## config.mk

```make
export PLATFORM = sky130hd
export DESIGN_NAME = branch_predictor
export DESIGN_NICKNAME = d
export VERILOG_FILES = /design/src/rtl/pkg_config.sv /design/src/rtl/bht_table.sv /design/src/rtl/branch_predictor.sv
export SDC_FILE = /design/constraint.sdc
export NUM_CORES = 1
export LEC_CHECK = 0
export CORE_UTILIZATION = 35
export CTS_CLUSTER_DIAMETER = 30
export DETAILED_ROUTE_END_ITERATION = 8
export HOLD_SLACK_MARGIN = 0.08
export SLEW_MARGIN = 20
export SYNTH_ARGS = -nofsm -noshare
export SYNTH_HDL_FRONTEND = slang
export SYNTH_SLANG_ARGS = --single-unit
```

## constraint.sdc

```tcl
create_clock -name clk_i -period 4 [get_ports clk_i]
set_clock_uncertainty 0.1 [all_clocks]
set_input_delay 0.8 -clock clk_i [delete_from_list [all_inputs] [get_ports clk_i]]
set_output_delay 0.8 -clock clk_i [all_outputs]
set_load 0.005 [all_outputs]
```

## src/rtl/pkg_config.sv

```systemverilog
// Shared configuration for the fetch-side branch predictor: widths, BHT counter
// encoding, predictor FSM states and branch-unit op codes.
package pkg_config;

  localparam int DATA_WIDTH = 32;

  typedef logic [1:0] bht_cnt_t;

  localparam bht_cnt_t BHT_SNT = 2'b00;
  localparam bht_cnt_t BHT_WNT = 2'b01;
  localparam bht_cnt_t BHT_WT  = 2'b10;
  localparam bht_cnt_t BHT_ST  = 2'b11;

  typedef enum logic {
    BP_ACTIVE   = 1'b0,
    BP_REDIRECT = 1'b1
  } bp_state_e;

  localparam logic [2:0] BRANCH_NONE     = 3'b000;
  localparam logic [2:0] BRANCH_JAL_JALR = 3'b001;
  localparam logic [2:0] BRANCH_BEQ      = 3'b010;
  localparam logic [2:0] BRANCH_BNE      = 3'b011;
  localparam logic [2:0] BRANCH_BLT      = 3'b100;
  localparam logic [2:0] BRANCH_BGE      = 3'b101;
  localparam logic [2:0] BRANCH_BLTU     = 3'b110;
  localparam logic [2:0] BRANCH_BGEU     = 3'b111;

  function automatic logic is_cond_branch(input logic [2:0] op);
    return (op == BRANCH_BEQ)  || (op == BRANCH_BNE)  ||
           (op == BRANCH_BLT)  || (op == BRANCH_BGE)  ||
           (op == BRANCH_BLTU) || (op == BRANCH_BGEU);
  endfunction

  function automatic logic is_jump(input logic [2:0] op);
    return (op == BRANCH_JAL_JALR);
  endfunction

  // 2-bit saturating step toward the resolved outcome.
  function automatic bht_cnt_t bht_next(input bht_cnt_t cnt, input logic taken);
    bht_cnt_t nxt;
    case (cnt)
      BHT_SNT: nxt = taken ? BHT_WNT : BHT_SNT;
      BHT_WNT: nxt = taken ? BHT_WT  : BHT_SNT;
      BHT_WT:  nxt = taken ? BHT_ST  : BHT_WNT;
      default: nxt = taken ? BHT_ST  : BHT_WT;
    endcase
    return nxt;
  endfunction

endpackage

```

## src/rtl/bht_table.sv

```systemverilog
// Bimodal history table: array of 2-bit saturating counters with one
// combinational read port and one clocked saturating update port.
module bht_table
  import pkg_config::*;
#(
  parameter int ENTRIES = 64,
  localparam int IDX_W = $clog2(ENTRIES)
) (
  input  logic             clk_i,
  input  logic             rst_ni,
  input  logic [IDX_W-1:0] rd_idx_i,
  output bht_cnt_t         rd_cnt_o,
  input  logic             upd_en_i,
  input  logic [IDX_W-1:0] upd_idx_i,
  input  logic             upd_taken_i
);

  bht_cnt_t cnt_q [ENTRIES];

  // Read sees the pre-update value when read and update hit the same entry.
  assign rd_cnt_o = cnt_q[rd_idx_i];

  always_ff @(posedge clk_i or negedge rst_ni) begin
    if (!rst_ni) begin
      for (int i = 0; i < ENTRIES; i++) begin
        cnt_q[i] <= BHT_WNT;
      end
    end else if (upd_en_i) begin
      cnt_q[upd_idx_i] <= bht_next(cnt_q[upd_idx_i], upd_taken_i);
    end
  end

endmodule

```

## src/rtl/branch_predictor.sv

```systemverilog
// Bimodal conditional-branch predictor and one-cycle fetch redirect controller.
// Optional macro BP_STATS_EN adds saturating branch/mispredict statistics ports.
//
// state       | meaning
// ------------+-----------------------------------------------------------
// BP_ACTIVE   | resolves train the table and may launch a redirect
// BP_REDIRECT | redirect_o driven; the resolve in EX is wrong-path, ignored
module branch_predictor
  import pkg_config::*;
#(
  parameter int BHT_ENTRIES = 64,
  localparam int IDX_W = $clog2(BHT_ENTRIES)
) (
  input  logic                  clk_i,
  input  logic                  rst_ni,
  input  logic                  fetch_valid_i,
  input  logic                  fetch_is_branch_i,
  input  logic [DATA_WIDTH-1:0] fetch_pc_i,
  input  logic [DATA_WIDTH-1:0] fetch_imm_i,
  output logic                  pred_taken_o,
  output logic [DATA_WIDTH-1:0] pred_target_o,
  input  logic                  res_valid_i,
  input  logic [DATA_WIDTH-1:0] res_pc_i,
  input  logic [2:0]            res_branch_op_i,
  input  logic                  res_taken_i,
  input  logic                  res_pred_taken_i,
  input  logic [DATA_WIDTH-1:0] res_target_i,
`ifdef BP_STATS_EN
  output logic [31:0]           stat_branches_o,
  output logic [31:0]           stat_mispredicts_o,
`endif
  output logic                  redirect_o,
  output logic [DATA_WIDTH-1:0] redirect_pc_o
);

  bp_state_e             state_q, state_d;
  logic [DATA_WIDTH-1:0] redirect_pc_q, redirect_pc_d;
  bht_cnt_t              fetch_cnt;
  logic                  res_active;
  logic                  res_cond;
  logic                  res_jump;
  logic                  res_mispredict;
  logic                  train_en;
  logic                  redirect_req;
  logic [DATA_WIDTH-1:0] correct_pc;

  bht_table #(
    .ENTRIES (BHT_ENTRIES)
  ) u_bht (
    .clk_i       (clk_i),
    .rst_ni      (rst_ni),
    .rd_idx_i    (fetch_pc_i[IDX_W+1:2]),
    .rd_cnt_o    (fetch_cnt),
    .upd_en_i    (train_en),
    .upd_idx_i   (res_pc_i[IDX_W+1:2]),
    .upd_taken_i (res_taken_i)
  );

  assign pred_taken_o  = fetch_valid_i & fetch_is_branch_i & fetch_cnt[1];
  assign pred_target_o = fetch_pc_i + fetch_imm_i;

  assign res_active     = res_valid_i && (state_q == BP_ACTIVE);
  assign res_cond       = is_cond_branch(res_branch_op_i);
  assign res_jump       = is_jump(res_branch_op_i);
  assign res_mispredict = res_cond && (res_taken_i != res_pred_taken_i);
  assign train_en       = res_active && res_cond;
  assign redirect_req   = res_active && (res_jump || res_mispredict);

  // Jumps are never predicted, so they always go to the computed target.
  assign correct_pc = (res_jump || res_taken_i) ? res_target_i
                                                : res_pc_i + DATA_WIDTH'(4);

  always_comb begin
    state_d       = state_q;
    redirect_pc_d = redirect_pc_q;
    case (state_q)
      BP_ACTIVE: begin
        if (redirect_req) begin
          state_d       = BP_REDIRECT;
          redirect_pc_d = correct_pc;
        end
      end
      default: begin
        state_d = BP_ACTIVE;
      end
    endcase
  end

  always_ff @(posedge clk_i or negedge rst_ni) begin
    if (!rst_ni) begin
      state_q       <= BP_ACTIVE;
      redirect_pc_q <= '0;
    end else begin
      state_q       <= state_d;
      redirect_pc_q <= redirect_pc_d;
    end
  end

  assign redirect_o    = (state_q == BP_REDIRECT);
  assign redirect_pc_o = redirect_pc_q;

`ifdef BP_STATS_EN
  logic [31:0] branches_q, mispredicts_q;

  always_ff @(posedge clk_i or negedge rst_ni) begin
    if (!rst_ni) begin
      branches_q    <= '0;
      mispredicts_q <= '0;
    end else if (train_en) begin
      if (branches_q != '1) begin
        branches_q <= branches_q + 32'd1;
      end
      if (res_mispredict && (mispredicts_q != '1)) begin
        mispredicts_q <= mispredicts_q + 32'd1;
      end
    end
  end

  assign stat_branches_o    = branches_q;
  assign stat_mispredicts_o = mispredicts_q;
`endif

endmodule

```

==> out/summary.txt <==
r2r setup slk: 1.35 ns
Power Density: 356.9 nW/um^2
Starting Density: 35.67%
Layout fillers: 2675
CP dominant cell by count: mux4_2
critical path's top delay family: multiplexers
most frequent cells after synthesis: 128 x mux2_2, 101 x nand2_1, 97 x dfrtp_1
crit-path max cell delay: 0.56 ns
Critical Path Sink Type: output port
Distinct cells, synth: 68
largest net degree at the start of global routing: 73
cell accounting for the most synthesized area: dfrtp_1
Hold Path Class: in -> async
worst reg2reg endpoint: u_bht.cnt_q[49]
gpl congestion: 0.8590
Rel. slew slack: 54.17%
Ys Warns: 0
total global routing track utilization: 21.81%
routed len/inst: 19.96 microns
Initial DRC Count: 539
CTS buffer count: 17
Fin Setup TNS: 0 ns
Post-synth EDFFs: 0
clk_lat worst skew: 0.44 ns
Req. time, crit path: 3.10 ns
detailed placement HPWL: 24.78 mm
Post-synth top flop: dfrtp_1
vias in the first global route: 9285
multi-input logic area: 6718 sq um
CTS tree: yes
Post-Syn Nets: 1154
Vias/cell: 5.379
Area after DPL: 13770 sq um
worst vdd ir: 0.2436 mV
Setup crit start: fetch_pc_i[2]
period utilization: 98.80%
final slew viol count: 0
asr flop ratio synth: 100.0%
Inserted Diodes: 0
non-filler cells, final: 1693
number of iterations in the first detailed-routing pass: 5
Final ANT Viol Nets: 0
Core ar.: 29720 sq um
GR Overflow Total: 0
area grow syn2layout: 41.73%
CP Launch Type: input port
fin crit period: 3.952 ns
most common cell in the netlist: mux2_2
Rows: 63
H-Tree Depth: 4
die area: 30990 sq um
die width: 176.0 microns
Port Buf Inserts: 203
CTS Root Buffer Type: clkbuf_16
setup violators final: 0
drt total wl: 33.79 mm
Seq/Total Area, Yosys: 38.76%
leakage power: 0.006410 uW
CP bufs+invs: 3
data arrival time of the critical path: 3.05 ns
Worst R2R Start: u_bht.cnt_q[55]
DRC viols: 0
placed insts: 1638
Vias: 9107
antenna violations before repair: 1
final-report hold violation count: 0
Synth Instances: 983
io pins: 204
Clock Pin Slew Worst Setup and Hold Paths: 0.07 ns
Max-cap violations: 0
R2R cell count: 7
nets: 1461
synth top area cells: dfrtp_1 23%, dfstp_2 16%, mux2_2 14%, mux4_2 9.1%, ha_1 3.8%
Mapped Avg Cell Area: 10.78 sq um
CP Cell Sequence: buf_12, buf_12, mux4_2, mux4_2, mux4_2, and3_4, clkdlybuf4s15_1
Chip Height: 176.0 microns
first-pass GRT wire length: 51.83 mm
Clock Sinks: 161
Crit Path Max Fanout: 8
sequential cell area: 4109 sq um
top-area cell type share of the netlist area: 22.90%
clock buffer depth: 2
Synth Cell Area: 10600 sq um
layout cell share with drive strength beyond 1: 40.21%
Seq cells post-synth: 161
worst slew pin tran: 0.6875 ns
Crit Path Category: in -> out
Crit-path slowest cell: mux4_2
Fmax: 253.0 MHz
Finished Cell Area: 15030 sq um
status: finished, final reports clean
[through the flow]
step / utilization [%] / hold slack (ns) / setup slack (ns) / total power, uW
floorplan: - / 0.3733 / 0.08628 / 2785
global placement: 46.35 / 0.3615 / -0.9634 / 3596
detailed placement: 46.35 / 0.3698 / -0.9448 / 3615
CTS: 49.96 / 0.3101 / -0.01600 / 5356
global route: 50.56 / 0.3442 / -0.02043 / 5621
finish: 50.56 / 0.2866 / 0.04781 / 5362
[worst max path at each step]
stage | slack, ns | endpoint | cells after the start
6_report | 0.05 | pred_taken_o | 7
5_1_grt | -0.02 | pred_target_o[31] | 11
4_1_cts | -0.02 | pred_target_o[31] | 11
3_5_place_dp | -0.94 | pred_target_o[10] | 12
3_3_place_gp | -0.96 | pred_target_o[31] | 11
2_1_floorplan | 0.09 | pred_target_o[31] | 8
[repair_timing]
| item | in CTS | in global routing |
|---|---|---|
| pin swaps | 50 | 39 |
| endpoints found under the setup margin | 28 | 20 |
| buffers inserted | 15 | 6 |
| gates cloned | 1 | 1 |
| hold buffers | 0 | 0 |
| endpoints found under the hold margin | 0 | 0 |
| gates resized for setup | 207 | 62 |
[final cells by class]
cell class | instances | area share, %
inverter | 11 | 0.2748
timing repair buffer | 342 | 20.47
sequential | 161 | 27.35
tap | 390 | 3.248
clock buffer | 18 | 2.856
clock inverter | 14 | 1.099
multi-input combinational | 757 | 44.71
[state kept, by name (all words and copies together), names as in the netlist]
signal         flops
u_bht.cnt_q      128
redirect_pc_o     32
redirect_o         1
[worst register-to-register path: cells and delay by family (launching register included)]
family	cells	cell delay [ns]
AO/OA/AOI/OAI	2	0.55
buffers and inverters	1	0.19
multiplexers	2	0.81
AND/OR/NAND/NOR	1	0.12
adder cells (fa/ha/maj)	1	0.37
flip-flops	1	0.41
[kinds of logic after synthesis]
| kind of cell | count (synthesis) | share of synthesized area, % |
|---|---|---|
| adders and majority gates | 35 | 4.178 |
| and+or+nand+nor | 286 | 12.59 |
| AOI/OAI and AO/OA | 177 | 10.39 |
| DFF | 161 | 38.76 |
| xor gates and xnor gates | 52 | 4.296 |
| buffers and inverters | 65 | 3.482 |
| muxes | 207 | 26.31 |
[layout by cell type (no fill, tap or decap), types with 32 or more instances in the layout]
master	synthesis	routed
a21oi_1	44	37
mux2i_1	33	33
xnor2_1	36	36
nand2_1	101	100
o21ai_0	41	37
dfstp_2	64	64
dfrtp_1	97	97
buf_4	1	125
dlygate4sd2_1	0	32
mux2_2	128	128
mux4_2	43	43
clkdlybuf4s50_1	0	126
nor2_1	78	75
[power by group]
group / leakage [uW] / internal (uW) / total [uW] / switching (uW)
combinational: 0.00416 / 910 / 1630 / 725
clock: 0.000296 / 943 / 1680 / 739
sequential: 0.00195 / 1910 / 2050 / 132
total: 0.00641 / 3770 / 5360 / 1600
[metal layers]
layer / share of wire [%] / wire length [microns] / up-vias / GRT usage [%]
met5: 0.038 / 13 / - / 0
met4: 3.2 / 1066 / 2 / 9.710
met3: 5.0 / 1698 / 72 / 3.768
met2: 49 / 16660 / 295 / 37.43
met1: 42 / 14350 / 4474 / 26.71
li1: - / - / 4264 / -
Power figures use the tool's default switching activity.
